--- config.mk ---
export PLATFORM = sky130hd
export DESIGN_NAME = instr_uart_loader_flat
export DESIGN_NICKNAME = d
export VERILOG_FILES = /design/src/rtl/instr_uart_loader_pkg.sv /design/src/rtl/instr_uart_loader_if.sv /design/src/rtl/uart_rx.sv /design/src/rtl/instr_uart_loader.sv /design/src/flat_wrapper.sv
export VERILOG_INCLUDE_DIRS = /design/src /design/src/rtl
export SDC_FILE = /design/constraint.sdc
export NUM_CORES = 2
export LEC_CHECK = 0
export CELL_PAD_IN_SITES_DETAIL_PLACEMENT = 0
export CELL_PAD_IN_SITES_GLOBAL_PLACEMENT = 1
export CORE_MARGIN = 3
export CORE_UTILIZATION = 40
export DETAILED_ROUTE_END_ITERATION = 10
export DONT_BUFFER_PORTS = 1
export PLACE_DENSITY = 0.62
export SETUP_SLACK_MARGIN = 0.05
export SYNTH_ARGS = -nofsm -noshare
export SYNTH_HDL_FRONTEND = slang
export SYNTH_HIERARCHICAL = 1
export SYNTH_SLANG_ARGS = --single-unit
--- constraint.sdc ---
create_clock -name sys_clk -period 4.7 [get_ports sys_clk]
set_input_delay 0.94 -clock sys_clk [delete_from_list [all_inputs] [get_ports sys_clk]]
set_output_delay 0.94 -clock sys_clk [all_outputs]
set_load 0.02 [all_outputs]
--- src/rtl/cpu_define.sv ---
// Shared CPU-wide constants: instruction-memory depth and loader framing markers.
`ifndef CPU_DEFINE_SV
`define CPU_DEFINE_SV
`define INSTR_MEM_NUM 64
`define INSTR_START   8'hF0
`define INSTR_END     8'h0F
`endif

--- src/rtl/instr_uart_loader_pkg.sv ---
// Types and constants for the UART instruction loader; markers and image size come from cpu_define.
`include "cpu_define.sv"

package instr_uart_loader_pkg;

    localparam logic [7:0] INSTR_START_B  = `INSTR_START;
    localparam logic [7:0] INSTR_END_B    = `INSTR_END;
    localparam int         LOAD_BYTES_DEF = `INSTR_MEM_NUM * 4;

    typedef enum logic [2:0] {
        LD_IDLE,
        LD_RECV,
        LD_START,
        LD_BURST,
        LD_END,
        LD_DONE
    } ld_state_e;

    typedef enum logic [2:0] {
        RX_IDLE,
        RX_START,
        RX_DATA,
        RX_PAR,
        RX_STOP
    } rx_state_e;

endpackage

--- src/rtl/instr_uart_loader_if.sv ---
// Serial input and instruction-stream/status outputs of the loader; slave = loader, master = environment.
interface instr_uart_loader_if;
    logic       uart_rx_i;
    logic [7:0] instr_o;
    logic       cpu_hold_o;
    logic       load_done_o;
    logic       frame_err_o;

    modport slave  (input  uart_rx_i, output instr_o, cpu_hold_o, load_done_o, frame_err_o);
    modport master (output uart_rx_i, input  instr_o, cpu_hold_o, load_done_o, frame_err_o);
endinterface

--- src/rtl/uart_rx.sv ---
// UART byte receiver (8N1, or 8E1 with LOADER_PARITY_EN); 2-flop synchronized input, mid-bit sampling.
// Latency: rx_valid/rx_err pulse one cycle at the stop-bit sample; no backpressure, bytes are never held.
module uart_rx
    import instr_uart_loader_pkg::*;
#(
    parameter int CLKS_PER_BIT = 434
) (
    input  logic       sys_clk,
    input  logic       sys_reset,
    input  logic       rx_serial_i,
    output logic [7:0] rx_data,
    output logic       rx_valid,
    output logic       rx_err,
    output logic       rx_start
);
    localparam int CNT_W = $clog2(CLKS_PER_BIT + 1);
    localparam logic [CNT_W-1:0] HALF_LAST = CNT_W'(CLKS_PER_BIT / 2 - 1);
    localparam logic [CNT_W-1:0] BIT_LAST  = CNT_W'(CLKS_PER_BIT - 1);

    logic [1:0]       sync_q;
    logic             rxd_prev_q;
    logic             rxd;
    logic             stop_ok;
    rx_state_e        state_q, state_d;
    logic [CNT_W-1:0] cnt_q, cnt_d;
    logic [2:0]       bit_q, bit_d;
    logic [7:0]       shift_q, shift_d;

    assign rxd     = sync_q[1];
    assign rx_data = shift_q;

    always_ff @(posedge sys_clk or posedge sys_reset) begin
        if (sys_reset) begin
            sync_q     <= 2'b11;
            rxd_prev_q <= 1'b1;
            state_q    <= RX_IDLE;
            cnt_q      <= '0;
            bit_q      <= '0;
            shift_q    <= '0;
        end else begin
            sync_q     <= {sync_q[0], rx_serial_i};
            rxd_prev_q <= rxd;
            state_q    <= state_d;
            cnt_q      <= cnt_d;
            bit_q      <= bit_d;
            shift_q    <= shift_d;
        end
    end

`ifdef LOADER_PARITY_EN
    logic par_bad_q, par_bad_d;

    always_ff @(posedge sys_clk or posedge sys_reset) begin
        if (sys_reset) par_bad_q <= 1'b0;
        else           par_bad_q <= par_bad_d;
    end

    // A parity mismatch is folded into the stop check so it reports as a frame error.
    assign stop_ok = rxd & ~par_bad_q;
`else
    assign stop_ok = rxd;
`endif

    always_comb begin
        state_d  = state_q;
        cnt_d    = cnt_q + 1'b1;
        bit_d    = bit_q;
        shift_d  = shift_q;
        rx_valid = 1'b0;
        rx_err   = 1'b0;
        rx_start = 1'b0;
`ifdef LOADER_PARITY_EN
        par_bad_d = par_bad_q;
`endif
        case (state_q)
            RX_IDLE: begin
                cnt_d = '0;
                // Edge, not level: a line left low by a bad stop bit must not retrigger.
                if (rxd_prev_q && !rxd) state_d = RX_START;
            end
            RX_START: begin
                if (cnt_q == HALF_LAST) begin
                    cnt_d = '0;
                    if (!rxd) begin
                        state_d  = RX_DATA;
                        bit_d    = '0;
                        rx_start = 1'b1;
                    end else begin
                        state_d = RX_IDLE;
                    end
                end
            end
            RX_DATA: begin
                if (cnt_q == BIT_LAST) begin
                    cnt_d   = '0;
                    shift_d = {rxd, shift_q[7:1]};
                    if (bit_q == 3'd7) begin
`ifdef LOADER_PARITY_EN
                        state_d = RX_PAR;
`else
                        state_d = RX_STOP;
`endif
                    end else begin
                        bit_d = bit_q + 1'b1;
                    end
                end
            end
`ifdef LOADER_PARITY_EN
            RX_PAR: begin
                if (cnt_q == BIT_LAST) begin
                    cnt_d     = '0;
                    par_bad_d = rxd ^ (^shift_q);
                    state_d   = RX_STOP;
                end
            end
`endif
            RX_STOP: begin
                if (cnt_q == BIT_LAST) begin
                    cnt_d    = '0;
                    state_d  = RX_IDLE;
                    rx_valid = stop_ok;
                    rx_err   = ~stop_ok;
                end
            end
            default: state_d = RX_IDLE;
        endcase
    end

endmodule

--- src/rtl/instr_uart_loader.sv ---
// Collects a LOAD_BYTES program image over UART and bursts START/image/END into instruction memory (LOADER_PARITY_EN selects 8E1).
// Latency: burst starts two cycles after the last byte's stop sample; no backpressure, the burst is free-running.
module instr_uart_loader
    import instr_uart_loader_pkg::*;
#(
    parameter int CLKS_PER_BIT = 434,
    parameter int LOAD_BYTES   = LOAD_BYTES_DEF
) (
    input  logic               sys_clk,
    input  logic               sys_reset,
    instr_uart_loader_if.slave bus
);
    localparam int PTR_W  = $clog2(LOAD_BYTES + 1);
    localparam int ADDR_W = (LOAD_BYTES > 1) ? $clog2(LOAD_BYTES) : 1;
    localparam logic [PTR_W-1:0]  PTR_FULL = PTR_W'(LOAD_BYTES);
    localparam logic [ADDR_W-1:0] RD_LAST  = ADDR_W'(LOAD_BYTES - 1);

    logic [7:0]        rx_data;
    logic              rx_valid;
    logic              rx_err;
    logic              rx_start;

    ld_state_e         state_q, state_d;
    logic [PTR_W-1:0]  wr_ptr_q, wr_ptr_d;
    logic [ADDR_W-1:0] rd_ptr_q, rd_ptr_d;
    logic              frame_err_q, frame_err_d;
    logic              wr_en;
    logic [7:0]        instr;
    logic              cpu_hold;
    logic              load_done;
    logic [7:0]        mem_q [LOAD_BYTES];

    uart_rx #(
        .CLKS_PER_BIT(CLKS_PER_BIT)
    ) u_uart_rx (
        .sys_clk    (sys_clk),
        .sys_reset  (sys_reset),
        .rx_serial_i(bus.uart_rx_i),
        .rx_data    (rx_data),
        .rx_valid   (rx_valid),
        .rx_err     (rx_err),
        .rx_start   (rx_start)
    );

    always_ff @(posedge sys_clk or posedge sys_reset) begin
        if (sys_reset) begin
            state_q     <= LD_IDLE;
            wr_ptr_q    <= '0;
            rd_ptr_q    <= '0;
            frame_err_q <= 1'b0;
        end else begin
            state_q     <= state_d;
            wr_ptr_q    <= wr_ptr_d;
            rd_ptr_q    <= rd_ptr_d;
            frame_err_q <= frame_err_d;
        end
    end

    // Image storage is not reset; the write pointer alone defines what is valid.
    always_ff @(posedge sys_clk) begin
        if (wr_en) mem_q[wr_ptr_q[ADDR_W-1:0]] <= rx_data;
    end

    always_comb begin
        state_d     = state_q;
        wr_ptr_d    = wr_ptr_q;
        rd_ptr_d    = rd_ptr_q;
        frame_err_d = frame_err_q | rx_err;
        wr_en       = 1'b0;
        instr       = 8'h00;
        cpu_hold    = 1'b0;
        load_done   = 1'b0;
        case (state_q)
            LD_IDLE: begin
                if (rx_start) state_d = LD_RECV;
            end
            LD_RECV: begin
                cpu_hold = 1'b1;
                if (wr_ptr_q == PTR_FULL) begin
                    state_d = LD_START;
                end else if (rx_valid) begin
                    wr_en    = 1'b1;
                    wr_ptr_d = wr_ptr_q + 1'b1;
                end
            end
            LD_START: begin
                cpu_hold = 1'b1;
                instr    = INSTR_START_B;
                rd_ptr_d = '0;
                state_d  = LD_BURST;
            end
            LD_BURST: begin
                cpu_hold = 1'b1;
                instr    = mem_q[rd_ptr_q];
                rd_ptr_d = rd_ptr_q + 1'b1;
                if (rd_ptr_q == RD_LAST) state_d = LD_END;
            end
            LD_END: begin
                cpu_hold = 1'b1;
                instr    = INSTR_END_B;
                state_d  = LD_DONE;
            end
            LD_DONE: begin
                load_done = 1'b1;
            end
            default: state_d = LD_IDLE;
        endcase
    end

    assign bus.instr_o     = instr;
    assign bus.cpu_hold_o  = cpu_hold;
    assign bus.load_done_o = load_done;
    assign bus.frame_err_o = frame_err_q;

endmodule

--- src/flat_wrapper.sv ---
// flat-port wrapper written by rule: the top's interface ports become plain ports
module instr_uart_loader_flat import instr_uart_loader_pkg::*;
#(
    parameter int CLKS_PER_BIT = 434,
    parameter int LOAD_BYTES   = LOAD_BYTES_DEF
)
  (sys_clk, sys_reset, bus_uart_rx_i, bus_instr_o, bus_cpu_hold_o, bus_load_done_o, bus_frame_err_o);
  instr_uart_loader_if bus_i ();
  input  logic sys_clk;
  input  logic sys_reset;
  input wire logic [$bits(bus_i.uart_rx_i)-1:0] bus_uart_rx_i;
  output wire logic [$bits(bus_i.instr_o)-1:0] bus_instr_o;
  output wire logic [$bits(bus_i.cpu_hold_o)-1:0] bus_cpu_hold_o;
  output wire logic [$bits(bus_i.load_done_o)-1:0] bus_load_done_o;
  output wire logic [$bits(bus_i.frame_err_o)-1:0] bus_frame_err_o;
  assign bus_i.uart_rx_i = bus_uart_rx_i;
  assign bus_instr_o = bus_i.instr_o;
  assign bus_cpu_hold_o = bus_i.cpu_hold_o;
  assign bus_load_done_o = bus_i.load_done_o;
  assign bus_frame_err_o = bus_i.frame_err_o;
  instr_uart_loader #(.CLKS_PER_BIT(CLKS_PER_BIT), .LOAD_BYTES(LOAD_BYTES)) u_core (.sys_clk(sys_clk), .sys_reset(sys_reset), .bus(bus_i));
endmodule
# == After elaboration in Yosys (flattened, before gate mapping) ==
# Memory sizes are Yosys's and may differ from the RTL's.
# Index checks and enable logic that the tools add are counted.
# totals
register_bits,47
ramBits,2048
input_bits,3
wordCells,90
mem_count,1
# mem_list
name,words,word_bits,read_ports,rd_clocked_by_memory_dff,wr,line,text
u_core.mem_q,256,8,1,0,1,instr_uart_loader.sv:31,logic [7:0] mem_q [LOAD_BYTES];
# op_classes
addsub,4
n_eq_ne,23
muxes,35
bitwise_logic,4
n_reduce_logical,13
# ops
operator,count
$mux 3,12
$pmux 9 s3,1
$pmux 8 s3,1
$add 9x1->9 const B,2
$eq 9x9->1 const B,2
$mux 9,2
$pmux 3 s6,1
$pmux 8 s2,1
$mux 1,14
$ne 2x2->1 const B,7
$eq 3x3->1 const B,4
$pmux 3 s4,1
$reduce_and 5->1,2
$eq 3x2->1 const B,3
$eq 9x8->1 const B,1
$add 8x1->8 const B,1
$eq 8x8->1 const B,1
$eq 3x1->1 const B,2
$logic_not 3->1,2
$ne 2x1->1 const B,3
$pmux 3 s2,1
$reduce_and 4->1,1
$reduce_bool 2->1,2
$reduce_or 4->1,1
other kinds (9),11

# == Longest topological paths before layout ==
# depth
word_depth,8
ltp_mapped,13

# == Cells and area by module ==
# Netlist, hierarchy kept.
# modules_own_cells
mod,instances,cells_each,area_each_um2,seq_area_each_um2
instr_uart_loader,1,4104,81010.2,62024.5
uart_rx,1,103,1258.7,654.4

# == Worst setup path after synthesis ==
# OpenSTA, ideal clock, no wires.
# synth_path
path_type,register to register
from,"register u_core.u_uart_rx.shift_q[1], in the netlist u_core/u_uart_rx/rx_data[1]"
to,memory u_core.mem_q[0][1] (data pin)
setup_time_ns,0.805
arrival_ns,3.191
setup_slack_ns,0.704
path_stages_with_launch,1
period_less_slack_ns,3.996
cell_sequence,dfrtp_1
# synth_rtl
item,line,text
"start, declared",uart_rx.sv:27,"logic [7:0] shift_q, shift_d;"
"start signal, assigned",uart_rx.sv:46,shift_q <= shift_d;
"end, declared",instr_uart_loader.sv:31,
# No word-level cell before the write port.

# == Worst setup path after layout ==
# layout_path
from,register u_core.rd_ptr_q[0]
to,output bus_instr_o[3]
# layout_between
elab_chain_cells,2
# layout_lines
item,line,text
"start, declared",instr_uart_loader.sv:25,"logic [ADDR_W-1:0] rd_ptr_q, rd_ptr_d;"
"start signal, assigned",instr_uart_loader.sv:54,rd_ptr_q <= rd_ptr_d;
$mem_v2 256x8,--,
$pmux 8 s3,instr_uart_loader.sv:73,case (state_q)
"end, declared",flat_wrapper.sv:12,output wire logic [$bits(bus_i.instr_o)-1:0] bus_instr_o;
# Every way passes these cells.

==> results by group <==
Timing
  – Final setup vio count: 8
  – Max-slew violation count: 0
  – Fin crit period: a little over 5000 ps
  – Final period util: 108.8%
  – Slew @ Worst Pin: ~1200 ps
  – Hold Worst Slack: slightly above 70 ps
  – RSZ-0062 raised after global routing: true
  – Worst Slack Setup Final: -414.9 ps
  – Max_slew headroom: between 15 and 20%
  – Fmax: between 150 and 200 MHz
  – Fin. Hold Viols: 0
  – Setup Skew: between 30 and 40 ps
  – Total Neg Setup Slack: -3028 ps

Clock tree
  – Max Buffers Root-to-Sink: 3
  – Clk slew on worst S/H paths: 60 ps
  – Root Driver: clkbuf_16
  – CTS Buf Count: 210
  – Clk_lat worst skew: around 850 ps
  – # hold bufs at CTS: 0
  – H-tree levels: 4
  – CTS tree: yes
  – TritonCTS Sinks: about 2100

Synth
  – Syn. warnings: 6
  – Sequential area share after synthesis: approximately three quarters
  – Ys flop type: edfxtp_1
  – Cells after Synth: 4207
  – Number of synthesized register bits: about 2100
  – Area of the mapped netlist: around 82000 um^2
  – Post-synth EDFFs: 2048
  – Netlist cell types: between 70 and 80
  – Ys async rst share: between 2 and 2.5%
  – Syn_nets: approximately 4200
  – Mean Syn Cell Area: ~20 um^2

Floorplanning
  – Die Height: 459.5 um
  – Starting Density: 40.46%
  – Core area: 203400 um^2
  – Placement Rows: about 170
  – Num ports: 14
  – Full die area: 211100 um^2
  – Die X: roughly 460 um

Final layout
  – Fin nets: roughly 4700
  – Final cell count without fillers: approximately 7500
  – Layout cells sized above 1: 28.39%
  – Synth-to-layout area growth: 18.42%
  – Final Util: between 40% and 50%

Critical path
  – Most used cell, CP: buf_4
  – Crit Path Class: register to output pin
  – R2r startpoint: u_core/u_uart_rx/cnt_q[1]
  – Worst Path Arrival: around 4200 ps
  – Worst path max stage delay: 570 ps
  – Crit. path cell count: 14
  – CP max-delay cell: or4_4
  – Crit start category: register
  – R2r setup slk: ~370 ps
  – Setup crit end kind: output pin
  – R2r endpoint: u_core/mem_q[47][2]
  – CP Cell Sequence: buf_12, buf_12, buf_16, buf_16, buf_4, mux2i_1, o221ai_1, o22ai_1, nor3_1, nor4_1, buf_4, a21oi_4, or4_4, buf_4
  – Setup crit start: u_core/rd_ptr_q[0]
  – CP bufs+invs: 7
  – CP endpoint: bus_instr_o[3]
  – Delay-heaviest family, CP: buffers and inverters
  – Crit path max fanout: 17
  – Worst EP required: ~3800 ps
  – Worst R2R Path Depth: 12

Placement
  – Post-detail-place hpwl: about 140000 um
  – Routability Congestion: between 0.8 and 0.9
  – Port Buf Inserts: 0
  – Inst Count DP: roughly 7000

Routing
  – Post-DR wirelength/cell: about 30 um
  – Initial DRT Pass Iterations: 5
  – DRC viols: 0
  – DR vias: between 40000 and 50000
  – Antenna Violating Nets Remaining: 0
  – Via/cell ratio: around 5.8
  – DRT Wirelength: 229400 um
  – Initial DRC Count: approximately 4900

GRT
  – Vias in the first global route: between 40000 and 50000
  – Initial antenna violation count: 7
  – Global route overflow: 0
  – Wire length of the first global-routing pass: 323000 um
  – Overall Global Routing Usage: approximately a fifth
  – Largest net degree at the start of global routing: around 150

Power and ir drop
  – Static leakage: about 25 nW
  – Max VDD drop: approximately 0.37 mV
  – Tot Pwr: 0.03695 W
  – Pwr per Cell Area: approximately 380 nW/um^2

Flow run
  – Max Cap Violations: 0

Min path
  – Worst min path class: input pin to async pin

Status
  – Failing checks: negative setup slack
  – Status: complete, but fails checks
## metrics by stage
stage               instance area [um^2]  worst slack, ps
floorplan                          82270            703.6
global placement                   88100           -57.89
detailed placement                 88100           -8.302
CTS                                96020           -494.6
global route                       97420           -476.6
finish                             97430           -414.9
## Yosys cell counts, types with 5 or more instances
library cell / instances / share of area (%)
nand2_1: 84 / 0.38
nor2b_1: 8 / 0.061
or4_1: 7 / 0.064
a22o_1: 6 / 0.064
a21oi_1: 131 / 0.80
edfxtp_1: 2048 / 75
a22oi_1: 19 / 0.17
nor3_1: 64 / 0.39
nor4_1: 19 / 0.14
mux2_2: 14 / 0.19
nand3_1: 33 / 0.20
xnor2_1: 12 / 0.13
buf_4: 39 / 0.36
o22ai_1: 87 / 0.66
nand4_1: 10 / 0.076
o221ai_1: 159 / 1.7
buf_1: 22 / 0.10
ha_1: 10 / 0.15
o21ai_0: 34 / 0.21
mux2i_1: 353 / 4.3
a211oi_1: 40 / 0.37
a211o_1: 5 / 0.053
nand2b_1: 5 / 0.038
or3_1: 8 / 0.061
inv_1: 14 / 0.064
and2_1: 5 / 0.038
buf_2: 41 / 0.25
mux4_2: 350 / 9.6
nor2_1: 312 / 1.4
clkbuf_1: 122 / 0.56
dfrtp_1: 44 / 1.3
buf_6: 31 / 0.42
## registers in the layout, indices dropped and copies added, names as in the netlist
register,count
u_core/wr_ptr_q,9
u_core/rd_ptr_q,8
u_core/u_uart_rx/cnt_q,9
u_core/u_uart_rx/rxd_prev_q,1
u_core/u_uart_rx/bit_q,3
u_core/u_uart_rx/sync_q,2
u_core/u_uart_rx/state_q,3
u_core/state_q,3
u_core/u_uart_rx/rx_data,8
u_core/mem_q,2048
u_core/bus.frame_err_o,1
## layout by cell type, fill, tap and decap left out, types with 11 or more instances in the layout
cell type,instances
mux2_2,14
nor3_2,11
mux2i_2,12
edfxtp_1,2048
buf_6,31
o21ai_0,26
nor3_1,52
buf_4,385
nand2_2,11
clkbuf_16,223
a21oi_1,106
clkinv_1,51
xnor2_1,12
bufinv_16,22
clkinv_2,39
mux2i_1,341
a21oi_2,21
clkbuf_1,42
o221ai_1,123
dfrtp_1,31
inv_1,11
dfrtp_4,11
buf_16,19
o221ai_2,36
nand3_1,33
mux4_2,350
a22oi_1,11
a211oi_2,21
a211oi_1,18
o22ai_1,81
buf_12,53
nor2_1,309
nand2_1,71
## layer usage
layer / share of wire (%) / vias to the layer above / track usage, %
met1: 42 / 23340 / 30.48
met5: 0 / - / 0
met2: 47 / 1573 / 33.66
met3: 8.1 / 285 / 4.139
li1: - / 18400 / -
met4: 2.8 / 0 / 6.016
## worst reg2reg max path, delay by kind of cell (launching register included)
kind	cells	cell delay [ps]
adders and majority gates	1	200
buffers and inverters	4	910
and+or+nand+nor	7	2430
DFF	1	400
## logic make-up (layout without fill, tap and decap cells)
group / Yosys count / after routing / share of synthesized area [%]
mux: 718 / 718 / 14.09
other cells: 0 / 2 / 0
compound gates: 519 / 519 / 4.450
fa+ha+maj: 10 / 10 / 0.1521
flops: 2095 / 2095 / 76.19
simple gates: 576 / 576 / 3.151
xor+xnor: 16 / 16 / 0.1703
buf+inv: 273 / 912 / 1.802
## layout make-up
cell class                 count  area, um^2
fill                       16620      105900
clock buffer                 254        5463
multi-input combinational   1839       19100
tap                         2672        3343
antenna                        2       5.005
inverter                      16       76.32
clock inverter               133        1364
timing repair buffer         509        5354
sequential                  2095       62720
## worst min-delay path by stage
stage | start | end | slack [ps] | cells past startpoint
3_5_place_dp | u_core/u_uart_rx/sync_q[0] | u_core/u_uart_rx/sync_q[1] | 350 | 0
5_1_grt | bus_uart_rx_i | u_core/u_uart_rx/sync_q[0] | 40 | 0
2_1_floorplan | u_core/u_uart_rx/sync_q[0] | u_core/u_uart_rx/sync_q[1] | 350 | 0
3_3_place_gp | u_core/u_uart_rx/sync_q[0] | u_core/u_uart_rx/sync_q[1] | 350 | 0
6_report | sys_reset | u_core/bus.frame_err_o | 70 | 2
4_1_cts | sys_reset | u_core/bus.frame_err_o | 20 | 2
## what timing repair did
action / 4_1_cts / 5_1_grt
cloned: 10 / 12
resized for setup: 98 / 153
endpoints found under the setup margin: 8 / 8
pin swaps: 18 / 50
setup buffers: 32 / 43
## power breakdown
part | internal, W | leakage [nW] | switching (W) | total (W)
clock | 0.00950 | 3.33 | 0.00713 | 0.0166
combinational | 0.0000388 | 7.17 | 0.0000467 | 0.0000855
sequential | 0.0202 | 14.7 | 0.0000331 | 0.0202
(Power assumes the default switching activity.)
